## src/rtl/imem_loader_pkg.sv

```systemverilog
// Shared types and constants for the instruction-memory program loader.
package imem_loader_pkg;

  localparam int unsigned WORD_W         = 32;
  localparam int unsigned BYTE_W         = 8;
  localparam int unsigned BYTES_PER_WORD = WORD_W / BYTE_W;
  localparam int unsigned BYTE_IDX_W     = $clog2(BYTES_PER_WORD);

  localparam logic [WORD_W-1:0] TERM_WORD = 32'h0;

  typedef enum logic [2:0] {
    ST_IDLE,
    ST_CLEAR,
    ST_LOAD,
    ST_WRITE,
    ST_DONE
  } state_t;

endpackage

```

## src/rtl/imem_loader_byte_packer.sv

```systemverilog
// Little-endian byte-to-word assembler: byte k of a word lands in bits [8k+7:8k].
module byte_packer
  import imem_loader_pkg::*;
(
  input  logic              clk_i,
  input  logic              rst_i,
  input  logic              accept,
  input  logic              clear,
  input  logic [BYTE_W-1:0] byte_data,
  output logic              last_c,
  output logic              word_valid,
  output logic [WORD_W-1:0] word_o
);

  logic [BYTE_IDX_W-1:0] cnt;

  assign last_c = (cnt == BYTE_IDX_W'(BYTES_PER_WORD - 1));

  always_ff @(posedge clk_i) begin
    if (rst_i || clear) begin
      word_o     <= '0;
      cnt        <= '0;
      word_valid <= 1'b0;
    end else if (accept) begin
      for (int k = 0; k < BYTES_PER_WORD; k++) begin
        if (cnt == BYTE_IDX_W'(k)) word_o[BYTE_W*k +: BYTE_W] <= byte_data;
      end
      cnt        <= cnt + BYTE_IDX_W'(1);
      word_valid <= last_c;
    end
  end

endmodule

```

## src/rtl/imem_loader.sv

```systemverilog
// Streams a program into instruction memory and holds the CPU in reset until done.
// Optional IMEM_LOADER_CLEAR_EN zeroes the whole memory before every load.
module imem_loader
  import imem_loader_pkg::*;
#(
  parameter int unsigned DEPTH  = 32,
  parameter int unsigned ADDR_W = 5
) (
  input  logic              clk_i,
  input  logic              rst_i,
  input  logic              start_i,
  input  logic              s_valid_i,
  input  logic [BYTE_W-1:0] s_data_i,
  output logic              s_ready_o,
  output logic              im_we_o,
  output logic [ADDR_W-1:0] im_addr_o,
  output logic [WORD_W-1:0] im_wdata_o,
  output logic              cpu_rst_n_o,
  output logic              done_o,
  output logic [ADDR_W:0]   word_cnt_o
);

  localparam int unsigned CNT_W = ADDR_W + 1;

`ifdef IMEM_LOADER_CLEAR_EN
  localparam state_t LOAD_ENTRY = ST_CLEAR;
`else
  localparam state_t LOAD_ENTRY = ST_LOAD;
`endif

  state_t state, state_next;
  logic   ready_d, we_d, done_d;
  logic   accept, start_take, ptr_last, last_c, word_valid;

  assign accept     = s_valid_i && s_ready_o;
  assign start_take = start_i && ((state == ST_IDLE) || (state == ST_DONE));
  assign ptr_last   = (im_addr_o == ADDR_W'(DEPTH - 1));

  // Packer output is the write-data register; it is cleared on start and after each WRITE.
  byte_packer u_packer (
    .clk_i      (clk_i),
    .rst_i      (rst_i),
    .accept     (accept),
    .clear      (start_take || (state == ST_WRITE)),
    .byte_data  (s_data_i),
    .last_c     (last_c),
    .word_valid (word_valid),
    .word_o     (im_wdata_o)
  );

  // State register; the control outputs are registered decodes of the next state.
  always_ff @(posedge clk_i) begin
    if (rst_i) begin
      state       <= ST_IDLE;
      s_ready_o   <= 1'b0;
      im_we_o     <= 1'b0;
      done_o      <= 1'b0;
      cpu_rst_n_o <= 1'b0;
    end else begin
      state       <= state_next;
      s_ready_o   <= ready_d;
      im_we_o     <= we_d;
      done_o      <= done_d;
      cpu_rst_n_o <= done_d;
    end
  end

  always_comb begin
    state_next = state;
    case (state)
      ST_IDLE:  if (start_i) state_next = LOAD_ENTRY;
      ST_CLEAR: if (ptr_last) state_next = ST_LOAD;
      ST_LOAD:  if (accept && last_c) state_next = ST_WRITE;
      ST_WRITE: if (word_valid) begin
        state_next = ((im_wdata_o == TERM_WORD) || ptr_last) ? ST_DONE : ST_LOAD;
      end
      ST_DONE:  if (start_i) state_next = LOAD_ENTRY;
      default:  state_next = ST_IDLE;
    endcase
  end

  always_comb begin
    ready_d = 1'b0;
    we_d    = 1'b0;
    done_d  = 1'b0;
    case (state_next)
      ST_CLEAR: we_d    = 1'b1;
      ST_LOAD:  ready_d = 1'b1;
      ST_WRITE: we_d    = 1'b1;
      ST_DONE:  done_d  = 1'b1;
      default:  ;
    endcase
  end

  // Write pointer doubles as the address output; it stops at DEPTH-1 instead of wrapping.
  always_ff @(posedge clk_i) begin
    if (rst_i || start_take) begin
      im_addr_o  <= '0;
      word_cnt_o <= '0;
    end else begin
      case (state)
        ST_CLEAR: im_addr_o <= ptr_last ? '0 : im_addr_o + ADDR_W'(1);
        ST_WRITE: begin
          if (!ptr_last) im_addr_o <= im_addr_o + ADDR_W'(1);
          if (word_cnt_o != CNT_W'(DEPTH)) word_cnt_o <= word_cnt_o + CNT_W'(1);
        end
        default: ;
      endcase
    end
  end

endmodule

```

## config.mk

```make
export PLATFORM = sky130hd
export DESIGN_NAME = imem_loader
export DESIGN_NICKNAME = d
export VERILOG_FILES = /design/src/rtl/imem_loader_pkg.sv /design/src/rtl/imem_loader_byte_packer.sv /design/src/rtl/imem_loader.sv
export SDC_FILE = /design/constraint.sdc
export NUM_CORES = 1
export LEC_CHECK = 0
export BUFFER_PORTS_ARGS = -buffer_cell sky130_fd_sc_hd__buf_2
export CAP_MARGIN = 40
export CELL_PAD_IN_SITES_DETAIL_PLACEMENT = 2
export CELL_PAD_IN_SITES_GLOBAL_PLACEMENT = 2
export CORE_UTILIZATION = 31
export DETAILED_ROUTE_END_ITERATION = 10
export GPL_TIMING_DRIVEN = 0
export PLACE_DENSITY_LB_ADDON = 0.2
export SLEW_MARGIN = 40
export SYNTH_ARGS = -nofsm -noshare
export SYNTH_HDL_FRONTEND = slang
export SYNTH_SLANG_ARGS = --single-unit
export TNS_END_PERCENT = 1
```

## constraint.sdc

```tcl
create_clock -name clk_i -period 2 [get_ports clk_i]
set_clock_uncertainty 0.1 [all_clocks]
set_input_delay 0.1 -clock clk_i [delete_from_list [all_inputs] [get_ports clk_i]]
set_output_delay 0.1 -clock clk_i [all_outputs]
set_load 0.02 [all_outputs]
```

Yosys cells after proc, flatten, opt, wreduce, memory -nomap -nowiden
Index checks and enable logic that the tools add are counted.

word-level totals
  flip-flop bits (word level) = 52
  bits in latches = 0
  memory bits (writable) = 0
  memory bits (read-only) = 0
  logic and storage cells = 61
  memories = 0

cells by class
  add/subtract/negate cells = 3
  multiply operators = 0
  divide/modulo/power cells = 0
  magnitude comparators = 0
  equal/unequal tests = 14
  shifts and indexed selects = 0
  multiplexer cells = 12
  bitwise logic cells = 0
  reduce and logical (&&, ||, !) cells = 20

operator list
  kind                                           number
  logical NOT 32 bit                             1
  2-to-1 mux 3 bit                               5
  == test 3 x 2 -> 1 bit, second input constant  4
  one-hot mux 3 bit (4 select lines)             1
  AND reduction 2 bit                            6
  2-to-1 mux 5 bit                               2
  one-hot mux 5 bit (2 select lines)             1
  adder 6 x 1 -> 6 bit, second input constant    1
  == test 3 x 1 -> 1 bit, second input constant  2
  == test 3 bit, second input constant           2
  != test 6 bit, second input constant           1
  adder 5 x 1 -> 5 bit, second input constant    1
  == test 5 bit, second input constant           1
  logical OR 1 bit                               5
  == test 2 bit, second input constant           2
  OR reduction 2 bit                             2
  logical AND 1 bit                              3
  logical NOT 3 bit                              1
  2-to-1 mux 1 bit                               3
  adder 2 x 1 -> 2 bit, second input constant    1
  == test 2 x 1 -> 1 bit, second input constant  1
  logical NOT 2 bit                              1
  != test 2 bit, second input constant           1
  nonzero test 2 bit                             1

Depth between registers and ports, before layout
Gate-level depths: netlist (run 1).

  depth in word-level cells = 8
  mapped depth = 8
  gate-level depth less buffers = 7

Cells and area by module
From an unflattened synthesis (run 1), not the netlist that was laid out.

unflattened totals
  cell total of the unflattened synthesis = 266
  area total of the unflattened synthesis = 2481.1 um^2

by module, submodules not included
  module       times used  cells an instance  area an instance (um^2)
  byte_packer  1           163                1594.0
  imem_loader  1           103                887.1

Worst setup path after synthesis (run 1)
No wires, ideal clock.

  path type = register to register
  from = reg im_addr_o[0]
  to = reg s_ready_o
  data arrival time = 1697 ps
  data required time = 1830 ps
  slack = 134 ps
  cell stages (with the launch flop) = 9
  path buffers = 1
  cells stage by stage = dfxtp_1 -> ha_1 -> and3_1 -> ha_1 -> clkbuf_1 -> mux2i_1 -> a22oi_2 -> o41ai_1 -> a21oi_1

between the ends
  word-level cells in the longest chain between the ends = 7
  elaborated cells between the ends (all ways) = 8

ends and longest elaborated chain
  what                                  line                text
  start: declaration                    imem_loader.sv:16   output logic [ADDR_W-1:0] im_addr_o,
  start signal: assignment              imem_loader.sv:102  ST_CLEAR: im_addr_o <= ptr_last ? '0 : im_addr_o + ADDR_W'(1);
  start signal: assignment              imem_loader.sv:104  if (!ptr_last) im_addr_o <= im_addr_o + ADDR_W'(1);
  == test 5 bit *                       imem_loader.sv:37   assign ptr_last = (im_addr_o == ADDR_W'(DEPTH - 1));
  logical OR 1 bit                      imem_loader.sv:75   state_next = ((im_wdata_o == TERM_WORD) || ptr_last) ? ST_DONE : ST_LOAD;
  2-to-1 mux 3 bit                      imem_loader.sv:75
  2-to-1 mux 3 bit                      imem_loader.sv:74   ST_WRITE: if (word_valid) begin
  one-hot mux 3 bit (4 select lines) *  imem_loader.sv:70   case (state)
  == test 3 x 2 -> 1 bit *              imem_loader.sv:86   case (state_next)
  2-to-1 mux 1 bit *                    imem_loader.sv:86
  end signal: assignment                imem_loader.sv:61   s_ready_o <= ready_d;
  end: declaration                      imem_loader.sv:14   output logic s_ready_o,

Every way passes the cells marked *; elsewhere a longest branch is shown, timed or not.
A chain may end at the register's enable or synchronous reset.

Worst setup path in the final report (run 1)
  from = reg im_addr_o[1]
  to = reg s_ready_o

Same word-level chain as after synthesis.

==> results of run 1 <==
worst paths after layout:
| path | start | endpoint | cells past startpoint |
|---|---|---|---|
| min reg2reg | u_packer.word_o[21]$_SDFFE_PP0P_ | u_packer.word_o[21]$_SDFFE_PP0P_ | 2 |
| min | s_data_i[2] | u_packer.word_o[18]$_SDFFE_PP0P_ | 3 |
| max | im_addr_o[1]$_SDFFE_PP0P_ | s_ready_o$_SDFF_PP0_ | 7 |
| max reg2reg | im_addr_o[1]$_SDFFE_PP0P_ | s_ready_o$_SDFF_PP0_ | 7 |
worst max-delay path: stages, from the launching register on:
cell     delay [ns]
dfxtp_1        0.39
ha_1           0.21
and3_1         0.22
ha_4           0.20
mux2i_1        0.09
a22oi_2        0.27
o41ai_1        0.12
a21oi_1        0.19
timing repair:
item | 4_1_cts | 5_1_grt
resized for setup | 1 | 2
setup endpoints to repair | 6 | 1
endpoints found under the hold margin | 19 | 0
hold buffers | 8 | 0
state kept, by name, summed over array words and instances, names as in the netlist:
register             flops
u_packer.word_o         32
word_cnt_o               6
im_addr_o                5
state                    3
u_packer.cnt             2
done_o                   1
im_we_o                  1
s_ready_o                1
u_packer.word_valid      1
through the flow:
| stage | util | worst slack [ns] | cell area [sq um] | hold slack (ns) | cells |
|---|---|---|---|---|---|
| final | 0.407 | 0.127 | 3000 | 0.0330 | 444 |
| after global routing | 0.407 | 0.00983 | 3000 | 0.0172 | 444 |
| after CTS | 0.406 | 0.00646 | 2990 | 0.00516 | 444 |
| after detailed placement | 0.382 | -0.169 | 2820 | 0.273 | 429 |
| after global placement | 0.382 | -0.117 | 2820 | 0.273 | 429 |
| after floorplan | - | 0.134 | 2400 | 0.0724 | 272 |
layout make-up:
class                           instances  area (sq um)  area share
Buffer                                 16           104      0.0346
Clock buffer                            6          82.6      0.0275
Clock inverter                          2          13.8     0.00459
Inverter                                6          22.5     0.00750
Multi-Input combinational cell        197          1240       0.414
Sequential cell                        52          1040       0.347
Tap cell                               99           124      0.0413
Timing Repair Buffer                   66           370       0.123
cells in the mapped netlist, types with 2 or more instances:
| cell type | number |
|---|---|
| a21o_1 | 2 |
| a21oi_1 | 11 |
| a21oi_2 | 28 |
| a31o_2 | 2 |
| and3_1 | 2 |
| buf_1 | 3 |
| buf_2 | 2 |
| buf_4 | 3 |
| buf_6 | 4 |
| clkbuf_1 | 5 |
| dfxtp_1 | 52 |
| ha_1 | 8 |
| inv_1 | 6 |
| mux2i_1 | 4 |
| nand2_1 | 53 |
| nand2b_1 | 5 |
| nand3_1 | 27 |
| nand3b_1 | 2 |
| nand4_1 | 3 |
| nor2_1 | 15 |
| nor4_1 | 8 |
| o21bai_1 | 2 |
| or3_1 | 2 |
| xnor2_1 | 4 |
| xor2_1 | 2 |
logic make-up (layout without fill, tap and decap cells):
group / Yosys count / in the layout / share of synthesized area
AOI/OAI and AO/OA: 52 / 52 / 0.169
buffers and inverters: 23 / 96 / 0.0542
muxes: 4 / 4 / 0.0167
DFF: 52 / 52 / 0.434
xor gates and xnor gates: 6 / 6 / 0.0219
and+or+nand+nor: 127 / 127 / 0.263
adders and majority gates: 8 / 8 / 0.0417
power by group through the flow:
stage	Sequential [mW]	Clock [mW]	Combinational (mW)
after floorplan	1.09	0	0.108
after global placement	1.08	0	0.185
after detailed placement	1.08	0	0.188
after CTS	1.06	0.680	0.201
after global routing	1.06	0.739	0.216
final	1.06	0.653	0.201
routing by layer:
metal / up-vias / GRT usage / routed length (um) / part of all wire
met5: - / 0 / 0 / 0
met3: 4 / 0.0313 / 161 / 0.022
met1: 1058 / 0.257 / 3650 / 0.50
li1: 1083 / - / - / -
met2: 30 / 0.302 / 3450 / 0.47
met4: 0 / 0.0363 / 47 / 0.0064
placed cells by master (no fill, tap or decap), types with 2 or more instances in the layout:
master and n:
xnor2_1 4, buf_1 3, and3_1 2, buf_6 4, nand2_1 53, nand3b_1 2, a21oi_2 28, nor2_1 15
buf_4 3, nand3_1 27, dlygate4sd3_1 8, xor2_1 2, buf_2 60, a21o_1 2, clkbuf_8 6, a31o_2 2
o21bai_1 2, a21oi_1 11, or3_1 2, ha_1 7, nand4_1 3, mux2i_1 4, dfxtp_1 51, nand2b_1 5
clkbuf_1 4, nor4_1 8, inv_1 6
==> results.tsv, run 1 <==
stage	metric	value	unit
status	status	finished clean	
synth	synth_top_area_share	0.434	
drt	wl_per_cell	16.5	um
worst_setup_path	critical_path_class	reg2reg	
worst_setup_path	critPathCaptureType	flop	
clock_tree	path_clk_slew	0.10	ns
synth	netlist_area	2400	sq um
finish	layout.nets	364	
global_routing	grt_max_degree	17	
finish	diodes	0	
floorplanning	die_area	8100	sq um
drt	first_pass_iters	4	
pwr	power.density	636	nW/um^2
worst_setup_path	start_kind	flop	
timing	tns	0	ns
pwr	switching_share	0.266	
synth	synth_cell_types	42	
drt	drtIter0Drc	53	
timing	worst_slew_pin_slew	0.517	ns
synth	yosys_warnings	0	
pwr	combPwrFrac	0.105	
synth	ys_seq_area_frac	0.434	
clock_tree	cts_buffer_depth	2	
floorplanning	initial_utilization	0.326	
drt	vias	2175	
pwr	power_frac_clock	0.342	
worst_setup_path	rrSetupSlack	0.13	ns
drt	viasPerCell	4.90	
drt	drcViolationCount	0	
placement	dp_hpwl	5410	um
synth	synth_area_leaders	dfxtp_1 (43%), a21oi_2 (10%), nand2_1 (8.3%)	
pwr	internal_power	1.40	mW
synth	synth_nets	292	
timing	grt_setup_unrepaired	no	
global_routing	grt_pass1_wl	12000	um
flow_run	cap_violations	0	
worst_hold_path	hold_path.class	in2reg	
timing	drv_slew	0	
timing	hold_viol_final	0	
floorplanning	boundaryPins	59	
floorplanning	die_w	90.0	um
floorplanning	dieHeight	90.0	um
clock_tree	postCtsSetupBuffers	0	
synth	synth-edff-count	0	
timing	fin_crit_sh	0.936	
global_routing	grt_use_total	0.185	
pwr	p_sw	0.508	mW
worst_setup_path	arrival	1.99	ns
floorplanning	fp-row-count	31	
timing	finalSetupViolations	0	
timing	slew_headroom	0.655	
pwr	finalPower	1.91	mW
drt	drtAntennaViolNets	0	
finish	fillerInstances	863	
global_routing	grt_pass1_vias	2248	
timing	fmax	534	MHz
pwr	vdd_ir_drop_max	0.287	mV
timing	min_period	1.87	ns
placement	portBuffers	58	
finish	area_growth	25.0	%
global_routing	overflow	0	
drt	wirelength	7310	um
clock_tree	cts_sinks	52	
worst_setup_path	required	2.12	ns
synth	yosysTopAreaCell	dfxtp_1	
clock_tree	cts_tree	built	
synth	yosys_most_used_dff	dfxtp_1	
floorplanning	coreArea	7370	sq um
placement	place.gp.congestion	0.731	
clock_tree	cts-root-buf	clkbuf_8	
clock_tree	htree_levels	2	
clock_tree	clkLatencyLatePin	0.30	ns
global_routing	grt_antenna_before_repair	0	
clock_tree	numCtsBuffers	5	
synth	syn_inst	272	
pwr	pwr-share-seq	0.553	
synth	synth_seq_cells	52	
synth	syn_avg_cell_area	8.83	sq um
pwr	leakage	1.22	nW
finish	drive_above_1_share	0.325	
worst_setup_path	crit_path_max_fanout	8	
synth	async_reset_ff_frac	0	
Power figures use the tool's default switching activity.
==> run 2, diff against run 1 <==
Settings changed: CORE_ASPECT_RATIO from default to 0.5, PLACE_DENSITY_LB_ADDON 0.2 to 0.1.
==> results.tsv, run 2 (synthesized netlist as in run 1, its figures left out) <==
stage	metric	value	unit	change
status	status	finished clean		
drt	vias	2216		+1.9%
global_routing	grt_use_met3	0.0427		+0.0114
worst_setup_path	start_kind	flop		
clock_tree	cts-root-buf	clkbuf_16		
worst_setup_path	path_buf_inv	0		unchanged
floorplanning	dieHeight	64.2	um	-29%
timing	drv_slew	0		unchanged
finish	fillerInstances	847		-1.9%
clock_tree	clkLatencyLatePin	0.29	ns	about the same
timing	fin_crit_sh	0.912		-0.0248
placement	placed_cell_area	2810	sq um	-0.13%
timing	min_period	1.82	ns	-0.0497 ns
clock_tree	postCtsSetupBuffers	0		unchanged
placement	dp_cells	426		-0.70%
floorplanning	die_w	126	um	+41%
clock_tree	path_clk_slew	0.07	ns	-0.03 ns
finish	drive_above_1_share	0.326		+0.00183
clock_tree	cts_sinks	52		unchanged
drt	drtAntennaViolNets	0		unchanged
drt	wirelength	7320	um	+0.18%
worst_hold_path	hold_path.class	in2reg		
flow_run	cap_violations	0		unchanged
timing	fmax	549	MHz	+2.7%
timing	finalSetupViolations	0		unchanged
worst_setup_path	r2r-end	s_ready_o$_SDFF_PP0_		
worst_setup_path	arrival	1.95	ns	-0.04 ns
global_routing	grt.busiest_layer	met2		
worst_setup_path	critPathCaptureType	flop		
drt	first_pass_iters	5		+1
global_routing	grt_antenna_before_repair	0		unchanged
pwr	finalPower	2.13	mW	+12%
timing	slew_headroom	0.647		-0.00790
finish	instances_no_fill	436		-1.8%
worst_setup_path	crit_family	compound AO/OA/AOI/OAI gates		
drt	viasPerCell	5.08		+3.8%
floorplanning	fp-row-count	22		-29%
floorplanning	die_area	8120	sq um	+0.27%
clock_tree	cts_buffer_depth	2		unchanged
finish	area_growth	24.9	%	about the same
worst_setup_path	slowest_stage	dfxtp_1		
timing	grt_setup_unrepaired	no		
floorplanning	initial_utilization	0.324		-0.00154
worst_setup_path	r2r_cells	7		unchanged
worst_setup_path	crit_cells	7		unchanged
clock_tree	cts_tree	built		
worst_setup_path	crit_chain	ha_1 -> and3_1 -> ha_4 -> mux2i_1 -> a22oi_2 -> o41ai_1 -> a21oi_1		
placement	place_ws	-0.0344	ns	+0.134 ns
clock_tree	htree_levels	2		unchanged
drt	drtIter0Drc	47		-11%
global_routing	grt_use_total	0.198		+0.0133
global_routing	overflow	0		unchanged
worst_setup_path	slowest_delay	0.41	ns	+0.02 ns
worst_hold_path	hold_path_depth	3		unchanged
floorplanning	boundaryPins	59		unchanged
finish	regArea	1040	sq um	-0.12%
pwr	vdd_ir_drop_max	0.319	mV	+11%
finish	largestRegisters	u_packer.word_o: 32 flops, word_cnt_o: 6 flops, im_addr_o: 5 flops		
global_routing	grt_pass1_vias	2324		+3.4%
timing	worst_slew_pin_slew	0.524	ns	+0.00702 ns
drt	drcViolationCount	0		unchanged
drt	wl_per_cell	16.8	um	+2.0%
placement	dp_hpwl	5520	um	+2.0%
worst_setup_path	worstReg2RegStart	im_addr_o[0]$_SDFFE_PP0P_		
global_routing	gr-usage-met1	0.253		-0.00307
timing	setup_slack	0.177	ns	+0.0497 ns
finish	largest-register	u_packer.word_o		
worst_setup_path	critical_path_class	reg2reg		
worst_setup_path	rrSetupSlack	0.18	ns	+0.05 ns
finish	diodes	0		unchanged
timing	tns	0	ns	unchanged
floorplanning	coreArea	7400	sq um	+0.48%
placement	place.gp.congestion	0.744		+1.8%
worst_hold_path	hold_start	s_data_i[4]		
clock_tree	numCtsBuffers	5		unchanged
finish	postLayoutCellArea	3000	sq um	about the same
finish	final_cell_mix	buf_2 (60), nand2_1 (53), dfxtp_1 (52)		
finish	multiInputGateArea	1240	sq um	unchanged
placement	portBuffers	58		unchanged
worst_setup_path	crit_path_max_fanout	8		unchanged
finish	largest_reg_flops	32		unchanged
worst_hold_path	hold_path_end	u_packer.word_o[28]$_SDFFE_PP0P_		
global_routing	grt_pass1_wl	12200	um	+2.1%
pwr	leakage	1.22	nW	+0.28%
global_routing	grt_max_degree	16		-1
worst_setup_path	required	2.12	ns	about the same
finish	layout.nets	359		-1.4%
global_routing	grt_use_met2	0.343		+0.0411
finish	final_common_cell	buf_2		
timing	hold_viol_final	0		unchanged
pwr	power.density	711	nW/um^2	+12%
[run 2: changes by cell type in the layout (fill, tap and decap cells not counted), sizes merged]
| cell | delta |
|---|---|
| dlygate4sd3 | -5 |
| clkinv | +1 |
| inv | -1 |
[run 2: how the worst max path moves through the flow]
stage | start | endpoint | slack, ns
6_report | im_addr_o[0]$_SDFFE_PP0P_ | s_ready_o$_SDFF_PP0_ | 0.18
5_1_grt | im_addr_o[0]$_SDFFE_PP0P_ | s_ready_o$_SDFF_PP0_ | 0.01
4_1_cts | im_addr_o[0]$_SDFFE_PP0P_ | s_ready_o$_SDFF_PP0_ | 0.09
3_5_place_dp | im_addr_o[0]$_SDFFE_PP0P_ | s_ready_o$_SDFF_PP0_ | -0.03
3_3_place_gp | im_addr_o[0]$_SDFFE_PP0P_ | s_ready_o$_SDFF_PP0_ | 0.004
2_1_floorplan | im_addr_o[0]$_SDFFE_PP0P_ | s_ready_o$_SDFF_PP0_ | 0.13
[run 2: cell type report]
| type | instances | area share |
|---|---|---|
| plain buffers | 16 | 0.0346 |
| clock buffers | 6 | 0.0463 |
| clock inverters | 2 | 0.00334 |
| inverters | 6 | 0.00751 |
| multi-input cells | 197 | 0.414 |
| flip-flops and latches | 52 | 0.347 |
| well taps | 96 | 0.0400 |
| repair buffers | 61 | 0.107 |
[run 2: per-layer routing]
layer	routed length (um)	part of all wire
met1	3550	0.48
met2	3510	0.48
met3	214	0.029
met4	48	0.0066
met5	0	0
[run 2: tightest hold or removal path: cells and delay by family]
family                 cells  cell delay (ns)
buffers and inverters      1             0.14
and+or+nand+nor            1             0.07
AOI/OAI and AO/OA          1             0.05
[run 2: repair_timing]
item | 4_1_cts | 5_1_grt
endpoints found under the setup margin | 5 | 3
pin swaps | 0 | 1
hold endpoints to repair | 4 | 0
gates resized for setup | 1 | 1
hold buffers | 3 | 0
[run 2: metrics by stage]
step / hold WS (ns) / util
floorplan: 0.0724 / -
global placement: 0.262 / 0.380
detailed placement: 0.288 / 0.380
CTS: 0.00587 / 0.404
global route: 0.0132 / 0.405
finish: 0.0120 / 0.405
[run 2: where the power goes]
group | internal [mW] | leakage [nW] | switching (mW)
logic | 0.0646 | 0.728 | 0.128
clock network | 0.495 | 0.0766 | 0.388
registers | 1.05 | 0.420 | 0.0102
